$ cat config.mk
export PLATFORM = sky130hd
export DESIGN_NAME = link_responder
export DESIGN_NICKNAME = d
export VERILOG_FILES = /design/src/rtl/chiplet_types_pkg.sv /design/src/rtl/sync_fifo.sv /design/src/rtl/link_responder.sv
export SDC_FILE = /design/constraint.sdc
export NUM_CORES = 1
export LEC_CHECK = 0
export ABC_AREA = 1
export BUFFER_PORTS_ARGS = -buffer_cell sky130_fd_sc_hd__buf_2
export CAP_MARGIN = 20
export CORE_AREA = 8 8 213 215
export CTS_CLUSTER_DIAMETER = 60
export DETAILED_ROUTE_END_ITERATION = 7
export DIE_AREA = 0 0 221 223
export GPL_ROUTABILITY_DRIVEN = 0
export GPL_TIMING_DRIVEN = 0
export PLACE_DENSITY_LB_ADDON = 0.25
export REMOVE_ABC_BUFFERS = 1
export SETUP_SLACK_MARGIN = 0.15
export SYNTH_ARGS = -nofsm -noshare
export SYNTH_HDL_FRONTEND = slang
export SYNTH_SLANG_ARGS = --single-unit
$ cat constraint.sdc
create_clock -name CLK -period 9.65 [get_ports CLK]
set_input_delay 0.4825 -clock CLK [delete_from_list [all_inputs] [get_ports CLK]]
set_output_delay 0.4825 -clock CLK [all_outputs]
set_load 0.005 [all_outputs]
$ cat src/rtl/chiplet_types_pkg.sv
// chiplet_types_pkg: shared flit and komma types for the chiplet link.
//   flit_meta_t    : per-packet routing metadata {vc, id, req}
//   flit_t         : metadata followed by a 56-bit payload
//   comma_header_t : payload layout of a komma (control) flit
//   ack_flit()     : builds the ACK komma flit that answers a packet header
package chiplet_types_pkg;

    typedef struct packed {
        logic       vc;
        logic [5:0] id;
        logic       req;
    } flit_meta_t;

    typedef struct packed {
        flit_meta_t  meta;
        logic [55:0] payload;
    } flit_t;

    typedef struct packed {
        logic [1:0]  format;
        logic [2:0]  comma_sel;
        logic [50:0] rsvd;
    } comma_header_t;

    localparam logic [1:0] KOMMA_PACKET = 2'd3;
    localparam logic [2:0] ACK_SEL      = 3'd1;

    function automatic flit_t ack_flit(input flit_meta_t m);
        comma_header_t c;
        c           = '0;
        c.format    = KOMMA_PACKET;
        c.comma_sel = ACK_SEL;
        ack_flit.meta    = m;
        ack_flit.payload = c;
    endfunction

endpackage

$ cat src/rtl/sync_fifo.sv
// sync_fifo: small synchronous FIFO used as the pending-ACK header queue.
//   CLK, nRST      : clock, async active-low reset
//   push / wdata   : enqueue (ignored when full)
//   pop            : dequeue head (ignored when empty)
//   rdata          : current head
//   empty / full   : registered occupancy flags
module sync_fifo #(
    parameter int W     = 8,
    parameter int DEPTH = 4
) (
    input  logic         CLK,
    input  logic         nRST,
    input  logic         push,
    input  logic [W-1:0] wdata,
    input  logic         pop,
    output logic [W-1:0] rdata,
    output logic         empty,
    output logic         full
);
    localparam int AW = DEPTH > 1 ? $clog2(DEPTH) : 1;
    localparam logic [AW:0] FULL_CNT = (AW+1)'(DEPTH);

    logic [W-1:0]  mem [DEPTH];
    logic [AW-1:0] wp_q, rp_q;
    logic [AW:0]   cnt_q;
    logic          do_push, do_pop;

    assign do_push = push & ~full;
    assign do_pop  = pop & ~empty;
    assign empty   = cnt_q == '0;
    assign full    = cnt_q == FULL_CNT;
    assign rdata   = mem[rp_q];

    always_ff @(posedge CLK or negedge nRST) begin
        if (!nRST) begin
            wp_q  <= '0;
            rp_q  <= '0;
            cnt_q <= '0;
        end else begin
            if (do_push) wp_q <= wp_q == AW'(DEPTH-1) ? '0 : wp_q + 1'b1;
            if (do_pop) rp_q <= rp_q == AW'(DEPTH-1) ? '0 : rp_q + 1'b1;
            cnt_q <= cnt_q + {{AW{1'b0}}, do_push} - {{AW{1'b0}}, do_pop};
        end
    end

    always_ff @(posedge CLK) begin
        if (do_push) mem[wp_q] <= wdata;
    end

endmodule

$ cat src/rtl/link_responder.sv
// link_responder: buffers received flits per packet, commits good packets to
// the consumer, drops bad ones, and answers each good packet with an ACK flit.
//   CLK, nRST                         : clock, async active-low reset
//   flit_rx/done_rx/packet_done_rx    : rx flit stream, last-flit marker
//   crc_corr_rx/err_rx                : packet CRC status, link error
//   out_flit/out_valid/out_ready      : committed flits to the consumer
//   flit_tx/start_tx/get_data         : ACK komma flit handshake to tx path
//   grtcred_tx                        : per-VC credit return, one per pop
//   drop_cnt                          : saturating count of dropped packets
module link_responder
    import chiplet_types_pkg::*;
#(
    parameter int FLIT_W = 64,
    parameter int DEPTH  = 8,
    parameter int HDRQ   = 4
) (
    input  logic              CLK,
    input  logic              nRST,
    input  logic [FLIT_W-1:0] flit_rx,
    input  logic              done_rx,
    input  logic              packet_done_rx,
    input  logic              crc_corr_rx,
    input  logic              err_rx,
    output logic [FLIT_W-1:0] out_flit,
    output logic              out_valid,
    input  logic              out_ready,
    output logic [FLIT_W-1:0] flit_tx,
    output logic              start_tx,
    input  logic              get_data,
    output logic [1:0]        grtcred_tx,
    output logic [15:0]       drop_cnt
);
    localparam int AW = $clog2(DEPTH);
    localparam logic [AW:0] FULL_OCC = (AW+1)'(DEPTH);

    typedef enum logic [1:0] {IDLE, REQ, WAIT} tx_state_t;

    flit_t      mem [DEPTH];
    logic [AW:0] wr_ptr_q, wr_ptr_d, commit_ptr_q, commit_ptr_d, rd_ptr_q, rd_ptr_d;
    logic       bad_q, bad_d, hdr_v_q, hdr_v_d;
    flit_meta_t hdr_q, hdr_d, first_meta, hq_head;
    logic [15:0] drop_q, drop_d;
    logic [1:0] cred_q, cred_d;
    tx_state_t  st_q;
    logic       start_q;
    flit_t      ftx_q, rx_f, rd_f;
    logic       full, wr_en, pkt_end, good, pop, hq_pop, hq_empty, hq_full;

    assign rx_f       = flit_t'(flit_rx[$bits(flit_t)-1:0]);
    assign rd_f       = mem[rd_ptr_q[AW-1:0]];
    // Occupancy includes uncommitted flits; a same-cycle pop does not free room.
    assign full       = (wr_ptr_q - rd_ptr_q) == FULL_OCC;
    assign wr_en      = done_rx & ~full;
    assign pkt_end    = done_rx & packet_done_rx;
    // A single-flit packet carries its header in the current flit.
    assign first_meta = hdr_v_q ? hdr_q : rx_f.meta;
    assign good       = pkt_end & crc_corr_rx & ~bad_q & ~full & ~err_rx & ~hq_full;
    assign out_valid  = rd_ptr_q != commit_ptr_q;
    assign pop        = out_valid & out_ready;
    assign hq_pop     = (st_q == WAIT) & get_data;
    assign out_flit   = FLIT_W'(rd_f);
    assign flit_tx    = FLIT_W'(ftx_q);
    assign start_tx   = start_q;
    assign grtcred_tx = cred_q;
    assign drop_cnt   = drop_q;

    always_comb begin
        wr_ptr_d     = pkt_end ? (good ? wr_ptr_q + 1'b1 : commit_ptr_q) : (wr_en ? wr_ptr_q + 1'b1 : wr_ptr_q);
        commit_ptr_d = good ? wr_ptr_q + 1'b1 : commit_ptr_q;
        rd_ptr_d     = pop ? rd_ptr_q + 1'b1 : rd_ptr_q;
        bad_d        = pkt_end ? 1'b0 : bad_q | (done_rx & full) | (err_rx & (hdr_v_q | done_rx));
        hdr_v_d      = pkt_end ? 1'b0 : hdr_v_q | done_rx;
        hdr_d        = first_meta;
        drop_d       = (pkt_end & ~good & ~&drop_q) ? drop_q + 1'b1 : drop_q;
        cred_d       = pop ? 2'b01 << rd_f.meta.vc : 2'b00;
    end

    always_ff @(posedge CLK or negedge nRST) begin
        if (!nRST) begin
            wr_ptr_q     <= '0;
            commit_ptr_q <= '0;
            rd_ptr_q     <= '0;
            bad_q        <= 1'b0;
            hdr_v_q      <= 1'b0;
            hdr_q        <= '0;
            drop_q       <= '0;
            cred_q       <= '0;
        end else begin
            wr_ptr_q     <= wr_ptr_d;
            commit_ptr_q <= commit_ptr_d;
            rd_ptr_q     <= rd_ptr_d;
            bad_q        <= bad_d;
            hdr_v_q      <= hdr_v_d;
            hdr_q        <= hdr_d;
            drop_q       <= drop_d;
            cred_q       <= cred_d;
        end
    end

    always_ff @(posedge CLK) begin
        if (wr_en) mem[wr_ptr_q[AW-1:0]] <= rx_f;
    end

    sync_fifo #(.W($bits(flit_meta_t)), .DEPTH(HDRQ)) u_hdrq (
        .CLK  (CLK),
        .nRST (nRST),
        .push (good),
        .wdata(first_meta),
        .pop  (hq_pop),
        .rdata(hq_head),
        .empty(hq_empty),
        .full (hq_full)
    );

    // flit_tx is captured on entry to REQ and held through WAIT.
    always_ff @(posedge CLK or negedge nRST) begin
        if (!nRST) begin
            st_q    <= IDLE;
            start_q <= 1'b0;
            ftx_q   <= '0;
        end else begin
            start_q <= 1'b0;
            case (st_q)
                IDLE: if (!hq_empty) begin
                    st_q    <= REQ;
                    start_q <= 1'b1;
                    ftx_q   <= ack_flit(hq_head);
                end
                REQ:  st_q <= WAIT;
                WAIT: if (get_data) st_q <= IDLE;
                default: st_q <= IDLE;
            endcase
        end
    end

endmodule

==> impl_results.md <==
* Synthesized area at 24400 um^2
* Iteration count of the initial detailed-routing pass at 5
* Clock Tree Buf Depth at 3
* CTS clock-pin slew for the worst setup and hold paths at 60 ps
* Via-to-Cell Ratio at 5.58
* Leak at 0.00985 uW
* TNS Setup at 0 ps
* Worst skew pair latency at 600 ps
* Setup slack, reg-to-reg at 4900 ps
* Syn Inst Count at 1965
* Worst R2R Start: rd_ptr_q[1]
* Seq cells post-synth at 603
* I/O pin total at 220
* Wire length per cell at 19.4 um
* Die height at 223 um
* Starting density of the core at 57.6%
* Most common library cells after synthesis: 544 x edfxtp_1, 512 x nor2_1, 284 x o21ai_0, 90 x nand2_1, 71 x a31oi_1
* Min-Delay Path Class: in2reg
* H-tree depth at 2
* Levels on crit path at 16
* Initial antenna violation count at 4
* Largest stage delay on the critical path at 760 ps
* Cell row count at 76
* Worst reg2reg endpoint: mem[6][48]
* Sw power at 2920 uW
* Layout area overhead at 13.8%
* CTS tree: yes
* Leading area contributor after synthesis: edfxtp_1
* VDD IR-drop max at 198 uV
* Post-synth EDFFs at 544
* Crit path buf inv count at 6
* Resize count post-CTS at 0
* Asr flop ratio synth at 9.78%
* Share of post-route cells with drive strength above 1 at 15.0%
* CP most frequent cell: nand2_1
* Setup repair bufs after CTS at 0
* Cell variety after synth at 39
* Clock Tree Root: clkbuf_16
* Crit path launch type: flop
* Total GRT Usage at 21.1%
* Final instance area at 27700 um^2
* Placed Area at 26000 um^2
* Cell with the most instances after synthesis: edfxtp_1
* CP required at 9950 ps
* Clock power frac at 24.9%
* Fin Clk Skew at 10.3 ps
* Outcome: complete, no violations
* Synth area leaders: edfxtp_1 67%, nor2_1 7.9%, dfrtp_1 6.1%
* Yosys warning total at 0
* Internal at 5460 uW
* Post-layout util at 65.5%
* Final setup fails at 0
* Global-route wire length before repair at 82600 um
* Clock sinks at 603
* Core area at 42300 um^2
* Residual DRC at 0
* Slowest CP cell: dfrtp_4
* Worst r2r path cells at 16
* Seq pwr share at 42.1%
* Post-route ant nets at 0
* Power density cells at 302 nW/um^2
* Final nets at 2210
* Fin crit period at 4750 ps
* Setup CP Type: reg2reg
* Top FF cell, synth: edfxtp_1
* Fmax at 211 MHz
* Crit Path Max Fanout at 73
* Number of global-route vias before repair at 14985
* Post-synth top area share at 67.1%
* Port bufs at 166
* Final hold slack at 143 ps
* Via Count at 15153
* Die ar. at 49300 um^2
* Cell Chain, Critical Path: buf_16 -> inv_6 -> buf_16 -> ha_1 -> nand2_1 -> nand2_1 -> nand2_1 -> nand2_1 -> nand2_1 -> nor2_1 -> nor2_1 -> nand2_1 -> nor3_2 -> buf_6 -> buf_6 -> buf_6
* Initial DRC Count at 1192
* Cts hold-fix bufs at 1
* Final HPWL DP at 31300 um
* Final wirelength at 52900 um
* Total Power at 8390 uW
* RSZ-0062 raised after global routing: false
* Comb pwr share at 33.0%
* Max-cap viol count at 0
* CP arrival at 5050 ps
* Slew HR at 37.9%
* Crit path to: mem[6][48]
* Crit path from: rd_ptr_q[1]
* Period Utilization, post-route at 49.2%
* Pin count of the biggest net entering global routing at 193
* Sw frac at 34.9%
* Final Hold Fails at 0
* Avg Inst Size Synth at 12.4 um^2
* Worst-Margin Slew at 927 ps
* Register area share after synthesis at 73.1%
* Total gr overflow at 0
* Worst setup EP type: flop
* Max Slew Vio Count at 0
* Die width at 221 um
* Delay-heaviest family, CP: buffers and inverters
* TritonCTS buffer count at 58
-- layout make-up --
cell class,count,area (um^2)
clock buffers,81,1610
multi-input cells,1186,5640
flip-flops and latches,603,17800
well taps,546,683
clock inverters,24,136
diodes,3,7.51
repair buffers,213,1570
fillers,3026,14600
inverters,62,250
-- flip-flops by register name, indices dropped and copies added (netlist names) --
register and count:
bad_q 1, commit_ptr_q 4, drop_cnt 16, flit_tx 9, grtcred_tx 2, hdr_q 8
hdr_v_q 1, mem 512, rd_ptr_q 4, st_q 2, start_tx 1, u_hdrq.cnt_q 3
u_hdrq.mem 32, u_hdrq.rp_q 2, u_hdrq.wp_q 2, wr_ptr_q 4
-- power by group through the flow --
stage          clock (uW)  sequential (uW)  combinational (uW)
3_3_place_gp            0             3850                2510
3_5_place_dp            0             3580                2800
6_report             2090             3530                2770
4_1_cts              2120             3530                2810
5_1_grt              2220             3570                3100
2_1_floorplan           0             3660                1570
-- cells in the final DEF, fill, tap and decap left out, drive strengths merged --
| cell type | instances |
|---|---|
| a21oi | 5 |
| a31oi | 71 |
| buf | 212 |
| bufinv | 1 |
| clkbuf | 81 |
| clkinv | 24 |
| clkinvlp | 1 |
| conb | 53 |
| dfrtp | 59 |
| diode | 3 |
| dlygate4sd3 | 1 |
| edfxtp | 544 |
| fa | 1 |
| ha | 13 |
| inv | 60 |
| mux2i | 1 |
| nand2 | 99 |
| nand3 | 24 |
| nand3b | 2 |
| nand4 | 7 |
| nor2 | 512 |
| nor3 | 9 |
| nor3b | 1 |
| nor4 | 1 |
| o21a | 1 |
| o21ai | 295 |
| o21bai | 1 |
| o22ai | 65 |
| or2 | 2 |
| xnor2 | 10 |
| xor2 | 13 |
-- metrics by stage --
step                      instances  worst slack (ps)
after floorplan                1851              -482
after global placement         2563            -11230
after detailed placement       2609              4930
after CTS                      2715              4910
after global routing           2718              4490
final                          2718              4900
-- cell families after synthesis --
kind of cell / after synthesis / synth area share [%]
AO/OA/AOI/OAI: 438 / 9.90
XOR/XNOR: 23 / 0.827
adder cells (fa/ha/maj): 14 / 0.750
buffers and inverters: 228 / 4.71
flip-flops: 603 / 73.1
multiplexers: 1 / 0.0411
other: 1 / 0.0154
AND/OR/NAND/NOR: 657 / 10.6
-- how the worst min path moves through the flow --
stage,to,slack [ps],startpoint,cells after the start
2_1_floorplan,bad_q,190,nRST,0
3_3_place_gp,flit_tx[51],480,flit_tx[51],1
3_5_place_dp,drop_cnt[15],490,drop_cnt[15],2
4_1_cts,mem[4][43],110,flit_rx[43],1
5_1_grt,mem[4][43],120,flit_rx[43],1
6_report,mem[7][8],140,flit_rx[8],1
-- per-layer routing --
layer  global-route usage [%]  wire (um)  up-vias
li1                         -          -     7202
met1                     28.0      22900     7418
met2                     35.4      25800      458
met3                     4.01       3030       73
met4                     6.03       1070        2
met5                        0         11        -
Note: power is estimated with default switching activity, not from simulation.
